--- src/rtl/vga_timing_pkg.sv ---
// Default 640x480@60 timing constants, shared FSM state type and scroll helper.
// The optional background scroll is enabled with macro VGA_SCROLL_EN.
package vga_timing_pkg;

    localparam int H_ACTIVE_DEF = 640;
    localparam int H_FP_DEF     = 16;
    localparam int H_SYNC_DEF   = 96;
    localparam int H_BP_DEF     = 48;
    localparam int V_ACTIVE_DEF = 480;
    localparam int V_FP_DEF     = 10;
    localparam int V_SYNC_DEF   = 2;
    localparam int V_BP_DEF     = 33;

    localparam int H_TOTAL_DEF = H_ACTIVE_DEF + H_FP_DEF + H_SYNC_DEF + H_BP_DEF;
    localparam int V_TOTAL_DEF = V_ACTIVE_DEF + V_FP_DEF + V_SYNC_DEF + V_BP_DEF;

    localparam int BG_WIDTH = 320;

    typedef enum logic {
        ST_HOLD = 1'b0,
        ST_RUN  = 1'b1
    } tstate_e;

    // Step is at most 15, so one conditional subtract keeps the result in range.
    function automatic logic [8:0] scroll_add(input logic [8:0] x,
                                              input logic [3:0] step);
        logic [9:0] sum;
        sum = {1'b0, x} + {6'd0, step};
        if (sum >= 10'(BG_WIDTH)) begin
            sum = sum - 10'(BG_WIDTH);
        end
        return sum[8:0];
    endfunction

endpackage

--- src/rtl/vga_timing_gen.sv ---
// VGA raster timing: pixel divider, h/v counters, registered syncs and blank.
// Define VGA_SCROLL_EN to enable the per-frame background scroll accumulator.
module vga_timing_gen
    import vga_timing_pkg::*;
#(
    parameter int CLK_DIV  = 4,
    parameter int H_ACTIVE = H_ACTIVE_DEF,
    parameter int H_FP     = H_FP_DEF,
    parameter int H_SYNC   = H_SYNC_DEF,
    parameter int H_BP     = H_BP_DEF,
    parameter int V_ACTIVE = V_ACTIVE_DEF,
    parameter int V_FP     = V_FP_DEF,
    parameter int V_SYNC   = V_SYNC_DEF,
    parameter int V_BP     = V_BP_DEF
) (
    input  logic        clk,
    input  logic        rst,
    input  logic        run,
    input  logic [3:0]  scroll_step,
    output logic [10:0] hcounter,
    output logic [10:0] vcounter,
    output logic        hsync,
    output logic        vsync,
    output logic        blank,
    output logic        pix_tick,
    output logic        frame_start,
    output logic [8:0]  scroll_x
);

    localparam int H_TOTAL = H_ACTIVE + H_FP + H_SYNC + H_BP;
    localparam int V_TOTAL = V_ACTIVE + V_FP + V_SYNC + V_BP;

    localparam logic [3:0]  DIV_LAST = 4'(CLK_DIV - 1);
    localparam logic [10:0] H_LAST   = 11'(H_TOTAL - 1);
    localparam logic [10:0] V_LAST   = 11'(V_TOTAL - 1);
    localparam logic [10:0] H_VIS    = 11'(H_ACTIVE);
    localparam logic [10:0] V_VIS    = 11'(V_ACTIVE);
    localparam logic [10:0] HS_BEG   = 11'(H_ACTIVE + H_FP);
    localparam logic [10:0] HS_END   = 11'(H_ACTIVE + H_FP + H_SYNC);
    localparam logic [10:0] VS_BEG   = 11'(V_ACTIVE + V_FP);
    localparam logic [10:0] VS_END   = 11'(V_ACTIVE + V_FP + V_SYNC);

    tstate_e     state_q, state_d;
    logic [3:0]  div_q, div_d;
    logic [10:0] hcnt_q, hcnt_d;
    logic [10:0] vcnt_q, vcnt_d;
    logic        hsync_q, hsync_d;
    logic        vsync_q, vsync_d;
    logic        blank_q, blank_d;
    logic        pix_tick_q, pix_tick_d;
    logic        frame_start_q, frame_start_d;

    always_comb begin
        div_d         = (div_q == DIV_LAST) ? 4'd0 : div_q + 4'd1;
        pix_tick_d    = (div_d == DIV_LAST);
        state_d       = state_q;
        hcnt_d        = hcnt_q;
        vcnt_d        = vcnt_q;
        frame_start_d = 1'b0;

        if (pix_tick_q) begin
            unique case (state_q)
                // Leaving hold keeps (0,0) for one more pixel: that pixel is the first of the frame.
                ST_HOLD: begin
                    if (run) begin
                        state_d       = ST_RUN;
                        frame_start_d = 1'b1;
                    end
                end
                ST_RUN: begin
                    if (hcnt_q == H_LAST) begin
                        hcnt_d = 11'd0;
                        if (vcnt_q == V_LAST) begin
                            vcnt_d = 11'd0;
                            if (run) begin
                                frame_start_d = 1'b1;
                            end else begin
                                state_d = ST_HOLD;
                            end
                        end else begin
                            vcnt_d = vcnt_q + 11'd1;
                        end
                    end else begin
                        hcnt_d = hcnt_q + 11'd1;
                    end
                end
                default: state_d = ST_HOLD;
            endcase
        end

        // Decoded from the next counter values so the flops line up with the counters.
        hsync_d = !((hcnt_d >= HS_BEG) && (hcnt_d < HS_END));
        vsync_d = !((vcnt_d >= VS_BEG) && (vcnt_d < VS_END));
        blank_d = (state_d == ST_HOLD) || (hcnt_d >= H_VIS) || (vcnt_d >= V_VIS);
    end

    always_ff @(posedge clk or posedge rst) begin
        if (rst) begin
            state_q       <= ST_HOLD;
            div_q         <= 4'd0;
            hcnt_q        <= 11'd0;
            vcnt_q        <= 11'd0;
            hsync_q       <= 1'b1;
            vsync_q       <= 1'b1;
            blank_q       <= 1'b1;
            pix_tick_q    <= 1'b0;
            frame_start_q <= 1'b0;
        end else begin
            state_q       <= state_d;
            div_q         <= div_d;
            hcnt_q        <= hcnt_d;
            vcnt_q        <= vcnt_d;
            hsync_q       <= hsync_d;
            vsync_q       <= vsync_d;
            blank_q       <= blank_d;
            pix_tick_q    <= pix_tick_d;
            frame_start_q <= frame_start_d;
        end
    end

    assign hcounter    = hcnt_q;
    assign vcounter    = vcnt_q;
    assign hsync       = hsync_q;
    assign vsync       = vsync_q;
    assign blank       = blank_q;
    assign pix_tick    = pix_tick_q;
    assign frame_start = frame_start_q;

`ifdef VGA_SCROLL_EN
    logic [8:0] scroll_q, scroll_d;

    always_comb begin
        scroll_d = frame_start_q ? scroll_add(scroll_q, scroll_step) : scroll_q;
    end

    always_ff @(posedge clk or posedge rst) begin
        if (rst) begin
            scroll_q <= 9'd0;
        end else begin
            scroll_q <= scroll_d;
        end
    end

    assign scroll_x = scroll_q;
`else
    logic scroll_unused;
    assign scroll_unused = ^scroll_step;
    assign scroll_x      = 9'd0;
`endif

endmodule
--- config.mk ---
export PLATFORM = sky130hd
export DESIGN_NAME = vga_timing_gen
export DESIGN_NICKNAME = d
export VERILOG_FILES = /design/src/rtl/vga_timing_pkg.sv /design/src/rtl/vga_timing_gen.sv
export SDC_FILE = /design/constraint.sdc
export NUM_CORES = 1
export LEC_CHECK = 0
export ABC_AREA = 1
export BUFFER_PORTS_ARGS = -buffer_cell sky130_fd_sc_hd__buf_2
export CAP_MARGIN = 15
export CORE_AREA = 2 2 61 63
export CTS_BUF_LIST = sky130_fd_sc_hd__clkbuf_4
export DETAILED_ROUTE_END_ITERATION = 7
export DIE_AREA = 0 0 63 65
export GPL_ROUTABILITY_DRIVEN = 1
export GPL_TIMING_DRIVEN = 0
export PLACE_DENSITY_LB_ADDON = 0.1
export SETUP_SLACK_MARGIN = 0.1
export SYNTH_ARGS = -nofsm -noshare
export SYNTH_HDL_FRONTEND = slang
export SYNTH_SLANG_ARGS = --single-unit
--- constraint.sdc ---
create_clock -name clk -period 4.65 [get_ports clk]
set_input_delay 0.465 -clock clk [delete_from_list [all_inputs] [get_ports clk]]
set_output_delay 0.465 -clock clk [all_outputs]
set_load 0.02 [all_outputs]
==> After elaboration in Yosys (flattened, before gate mapping) <==
Index checks and enable logic that the tools add are counted.
{ "word_totals": {"register_bits": 32, "in_bits": 7, "output_inout_bits": 36, "word_cells": 47} }
{ "classes": {"addsub": 3, "n_lt_le_gt_ge": 6, "n_eq_ne": 4, "mux": 17, "bitwise_logic": 2, "n_reduce_logical": 6} }
{ "op_table": {"columns": ["operator", "n"], "rows": [
  ["11-bit 2-to-1 mux", 7],
  ["11-bit by 1-bit adder with 11-bit output (second input constant)", 2],
  ["11-bit by 10-bit equality test with 1-bit output (second input constant)", 2],
  ["11-bit by 10-bit greater-or-equal comparator with 1-bit output (second input constant)", 2],
  ["11-bit by 9-bit greater-or-equal comparator with 1-bit output (second input constant)", 2],
  ["11-bit by 10-bit less-than comparator with 1-bit output (second input constant)", 1],
  ["11-bit by 9-bit less-than comparator with 1-bit output (second input constant)", 1],
  ["4-bit by 2-bit equality test with 1-bit output (second input constant)", 2],
  ["1-bit 2-to-1 mux", 7],
  ["4-bit by 1-bit adder with 4-bit output (second input constant)", 1],
  ["4-bit 2-to-1 mux", 1],
  ["1-bit case mux with 2 select lines", 2],
  ["1-bit logical AND", 2],
  ["1-bit logical NOT", 2],
  ["1-bit logical OR", 2],
  ["1-bit inverter", 2]
]} }

==> Longest topological paths before layout <==
{ "logic_depth": {"ltp_word": 8, "depth_mapped": 15, "depth_no_buf": 15} }

==> Worst setup path after synthesis <==
No wires, ideal clock.
{ "synth_path": {"path_type": "reg2reg", "start": "register hcnt_q[1], in the netlist hcounter[1]", "end": "register blank_q, in the netlist blank", "setup_time_ps": 76, "arrival_ps": 1673, "required_time_ps": 4574, "path_slack_ps": 2901, "stages_incl_launch_ff": 14, "n_path_buf": 1, "period_less_slack_ps": 1749, "cell_sequence": "dfrtp_1 -> ha_1 -> nand4_2 -> nor2_4 -> buf_8 -> nand2_4 -> nor2_2 -> nand2_1 -> nand2_1 -> nand2_1 -> inv_1 -> nand2_1 -> nor2_2 -> nand2_1"} }
{ "synth_via": {"elab_chain_cells": 7, "word_cells_on_any_way": 16, "classes_between": "add/sub (1); order compare (2); eq/ne (1); mux (9); bitwise (1); reduce/logical (2)"} }
{ "synth_lines": {"columns": ["element", "line", "text"], "rows": [
  ["from (decl)", "vga_timing_gen.sv:45", "logic [10:0] hcnt_q, hcnt_d;"],
  ["from (signal assigned)", "vga_timing_gen.sv:111", "hcnt_q <= hcnt_d;"],
  ["11-bit by 1-bit adder with 11-bit output / 11-bit by 10-bit equality test with 1-bit output (equally long branches)", "vga_timing_gen.sv:84, vga_timing_gen.sv:71", null],
  ["11-bit 2-to-1 mux / 1-bit 2-to-1 mux (equally long branches)", "vga_timing_gen.sv:71", "if (hcnt_q == H_LAST) begin"],
  ["11-bit 2-to-1 mux / 1-bit case mux with 2 select lines (equally long branches)", "vga_timing_gen.sv:62", "unique case (state_q)"],
  ["11-bit 2-to-1 mux / 1-bit 2-to-1 mux (equally long branches)", "vga_timing_gen.sv:61", "if (pix_tick_q) begin"],
  ["11-bit by 10-bit greater-or-equal comparator with 1-bit output / 1-bit inverter (equally long branches)", "vga_timing_gen.sv:94", "blank_d = (state_d == ST_HOLD) || (hcnt_d >= H_VIS) || (vcnt_d >= V_VIS);"],
  ["1-bit logical OR", "vga_timing_gen.sv:94", null],
  ["1-bit logical OR (*)", "vga_timing_gen.sv:94", null],
  ["named net blank_d", "vga_timing_gen.sv:49", "logic blank_q, blank_d;"],
  ["to (signal assigned)", "vga_timing_gen.sv:115", "blank_q <= blank_d;"],
  ["to (decl)", "vga_timing_gen.sv:49", null]
]} }
The timed path passes the listed nets; every way through them passes the cells marked *.

==> Worst setup path after layout <==
{ "layout_path": {"start": "register hcnt_q[1], in the netlist hcounter[1]", "end": "register vsync_q, in the netlist vsync"} }
{ "layout_via": {"elab_chain_cells": 7, "word_cells_on_any_way": 8, "classes_between": "order compare (2); eq/ne (1); mux (3); reduce/logical (2)"} }
{ "layout_lines": {"columns": ["element", "line", "text"], "rows": [
  ["11-bit by 10-bit equality test with 1-bit output (*)", "vga_timing_gen.sv:71", null],
  ["11-bit 2-to-1 mux (*)", "vga_timing_gen.sv:71", null],
  ["11-bit 2-to-1 mux (*)", "vga_timing_gen.sv:62", null],
  ["11-bit 2-to-1 mux (*)", "vga_timing_gen.sv:61", null],
  ["11-bit by 9-bit greater-or-equal comparator with 1-bit output / 11-bit by 9-bit less-than comparator with 1-bit output (equally long branches)", "vga_timing_gen.sv:93", "vsync_d = !((vcnt_d >= VS_BEG) && (vcnt_d < VS_END));"],
  ["1-bit logical AND (*)", "vga_timing_gen.sv:93", null],
  ["1-bit logical NOT (*)", "vga_timing_gen.sv:93", null],
  ["named net vsync_d", "vga_timing_gen.sv:48", "logic vsync_q, vsync_d;"],
  ["to (signal assigned)", "vga_timing_gen.sv:114", "vsync_q <= vsync_d;"],
  ["to (decl)", "vga_timing_gen.sv:48", null]
]} }
Marks and branches as above.

==> results.cfg <==
[detailed_routing]
vias = 1729
ant_nets = 0
drt_first_pass_iters = 5
wire_per_inst_um = 10.9
drc = 0
vias_per_cell = 4.80
drt_wl_total_mm = 3.92
drtIter0Drc = 76

[timing]
max_slew_margin = 0.560
finalMaxSlewViolations = 0
rsz0062_at_grt = false
final_hold_viol_count = 0
tns_ns = 0
period_share = 0.412
tightest_slew_ns = 0.659
finalSetupViolCount = 0
fin_skew_ns = 0.00905
fin_crit_ns = 1.91
fmax_mhz = 522

[finish]
area_delta_synth_final_pct = 15.8
layout.nets = 323
antenna_cells = 0
nFillCells = 332
final_layout_size_suffix_gt1_frac = 0.234
stdcell_count = 360
fin_area_um2 = 2300

[outcome]
run_status = completed

[synth]
postSynthAreaPerCell_um2 = 7.46
ys_seq_elements = 32
syn_inst = 266
yosysWarnings = 0
synth_top_area_share = 0.366
ys_seq_area_frac = 0.405
yosys.area.top_type = dfrtp_1
synth_cell_types = 32
synth.area.top_cells = dfrtp_1, nand2_1, inv_1, nand3_1, nor2_1
syn_area_um2 = 1980

[global_routing]
grt_start_max_net_pins = 18
grt.busiest_layer = met2
grt_pass1_wl_mm = 6.99
grt_use_met3 = 0.0521
grt_use_total = 0.220
grt_pass1_vias = 1588
use_met2 = 0.364
gr-usage-met1 = 0.285
grt_overflow = 0
antenna_found_initial = 0

[setup_path]
regToRegStartpoint = hcounter[1]
worst-r2r-setup-slack_ns = 2.74
rr_worst_depth = 12
required_ns = 4.92
path_max_fanout = 6
critPathKind = reg2reg
worstSetupStartpoint = hcounter[1]
cpMaxStageDelayCell = dfrtp_1
start_kind = flip-flop
cp_common_cell = nand2_1
critPathMaxStageDelay_ns = 0.42
crit_family = simple AND/OR/NAND/NOR gates
cp_cell_sequence = ha_1 -> nand3_1 -> nor2_2 -> nand2_1 -> nor2_4 -> nand2_1 -> nand2_1 -> nand2_1 -> inv_1 -> nand2_1 -> nor2_1 -> nand2_1
path_buf_inv = 1
arrival_ns = 2.19
endpoint_kind = flip-flop
cp.depth = 12
r2r-end = vsync
endpoint = vsync

[die]
pin_count = 43
coreArea_um2 = 3500
initial_core_util = 0.568
die-area_um2 = 4100
std_cell_rows = 22
die_width_um = 63
die-height_um = 65

[clock_network]
clock_sinks = 32
cts.path.max_buffers = 2
ctsHoldBuffers = 0
postCtsResizedCells = 0
cts_tree = done
postCtsSetupBuffers = 0
htreeDepth = 2
cts.clk_slew.worst_paths_ns = 0.11
clk_latency_ns = 0.34
cts_buffers = 5
cts-root-buf = clkbuf_4

[power_and_ir_drop]
power.density_nw_per_um2 = 197
leakage_nw = 1.34
ir_drop_mv = 0.153
total_power_w = 0.000452

[place]
dp_cells = 352
place_congestion = 0.873
place_area_um2 = 2250
io_buffers = 29
dp.final_hpwl_mm = 3.06

[job]
drv_cap = 0

[min_path]
min_path_type = in2async
-- cell families after synthesis --
kind of cell	share of synthesized area
AND/OR/NAND/NOR	0.359
buffers and inverters	0.141
flip-flops	0.405
AO/OA/AOI/OAI	0.0391
XOR/XNOR	0.0221
adder cells (fa/ha/maj)	0.0315
other	0.00189
-- worst min path at each step --
stage                     startpoint  endpoint  slack (ns)  cells past startpoint
after floorplan             div_q[0]  div_q[0]        0.45                      1
after global placement      div_q[0]  div_q[0]        0.48                      1
after detailed placement    div_q[0]  div_q[0]        0.47                      1
after CTS                        rst  div_q[0]        0.22                      2
after global routing             rst  div_q[0]        0.25                      2
final                            rst  div_q[0]        0.20                      2
-- layer usage --
layer / vias to the layer above / share of wire
li1: 895 / -
met1: 771 / 0.45
met2: 53 / 0.48
met3: 10 / 0.053
met4: 0 / 0.017
met5: - / 0
-- worst reg2reg max path, cell delays in order (launching register included) --
cell and delay, ns:
dfrtp_1 0.42, ha_1 0.23, nand3_1 0.13, nor2_2 0.21, nand2_1 0.16, nor2_4 0.20, nand2_1 0.08, nand2_1 0.10
nand2_1 0.06, inv_1 0.07, nand2_1 0.05, nor2_1 0.08, nand2_1 0.06
-- cell usage in the layout, fill, tap and decap left out, drive strengths merged, types with 5 or more instances in the layout --
master | synthesis | layout
ha | 5 | 5
conb | 1 | 9
buf | 12 | 42
dfrtp | 29 | 29
o21ai | 5 | 5
nor2 | 35 | 35
nand3 | 25 | 25
nand2 | 74 | 74
clkbuf | 0 | 5
nand4 | 9 | 9
inv | 47 | 47
-- where the power goes --
group	total (W)	internal, W	switching [W]	leakage (nW)
clock network	0.000153	0.0000554	0.0000972	0.0324
registers	0.000278	0.000278	0	0.417
logic	0.0000210	0.00000799	0.0000130	0.892
total	0.000452	0.000342	0.000110	1.34
-- flip-flops by register name, indices dropped and copies added, names as in the netlist --
name / cells
div_q: 4
pix_tick: 1
hcounter: 11
hsync: 1
vsync: 1
frame_start: 1
vcounter: 11
blank: 1
state_q: 1
-- layout make-up --
type                       instances  area [um2]  area share
inverter                          48         180      0.0784
multi-input combinational        182         931       0.405
clock inverter                     3        13.8     0.00599
sequential                        32         805       0.350
timing repair buffer              30         173      0.0751
clock buffer                       5        37.5      0.0163
buffer                            12        98.8      0.0430
tap                               48        60.1      0.0261
-- per-stage QoR --
stage | setup WS, ns | utilization | hold slack [ns]
4_1_cts | 2.73 | 0.657 | 0.218
2_1_floorplan | 2.90 | - | 0.448
3_5_place_dp | 2.76 | 0.643 | 0.472
5_1_grt | 2.50 | 0.657 | 0.248
6_report | 2.74 | 0.657 | 0.205
3_3_place_gp | 2.78 | 0.635 | 0.475
-- cells in the mapped netlist, drive strengths merged --
cell	count
a21o	1
a21oi	3
a31oi	1
buf	12
clkinv	1
conb	1
dfrtp	29
dfstp	3
ha	5
inv	47
nand2	74
nand3	25
nand3b	3
nand4	9
nor2	35
nor3	3
o21ai	5
o21bai	3
or2	1
xnor2	1
xor2	4
Power figures use the tool's default switching activity.
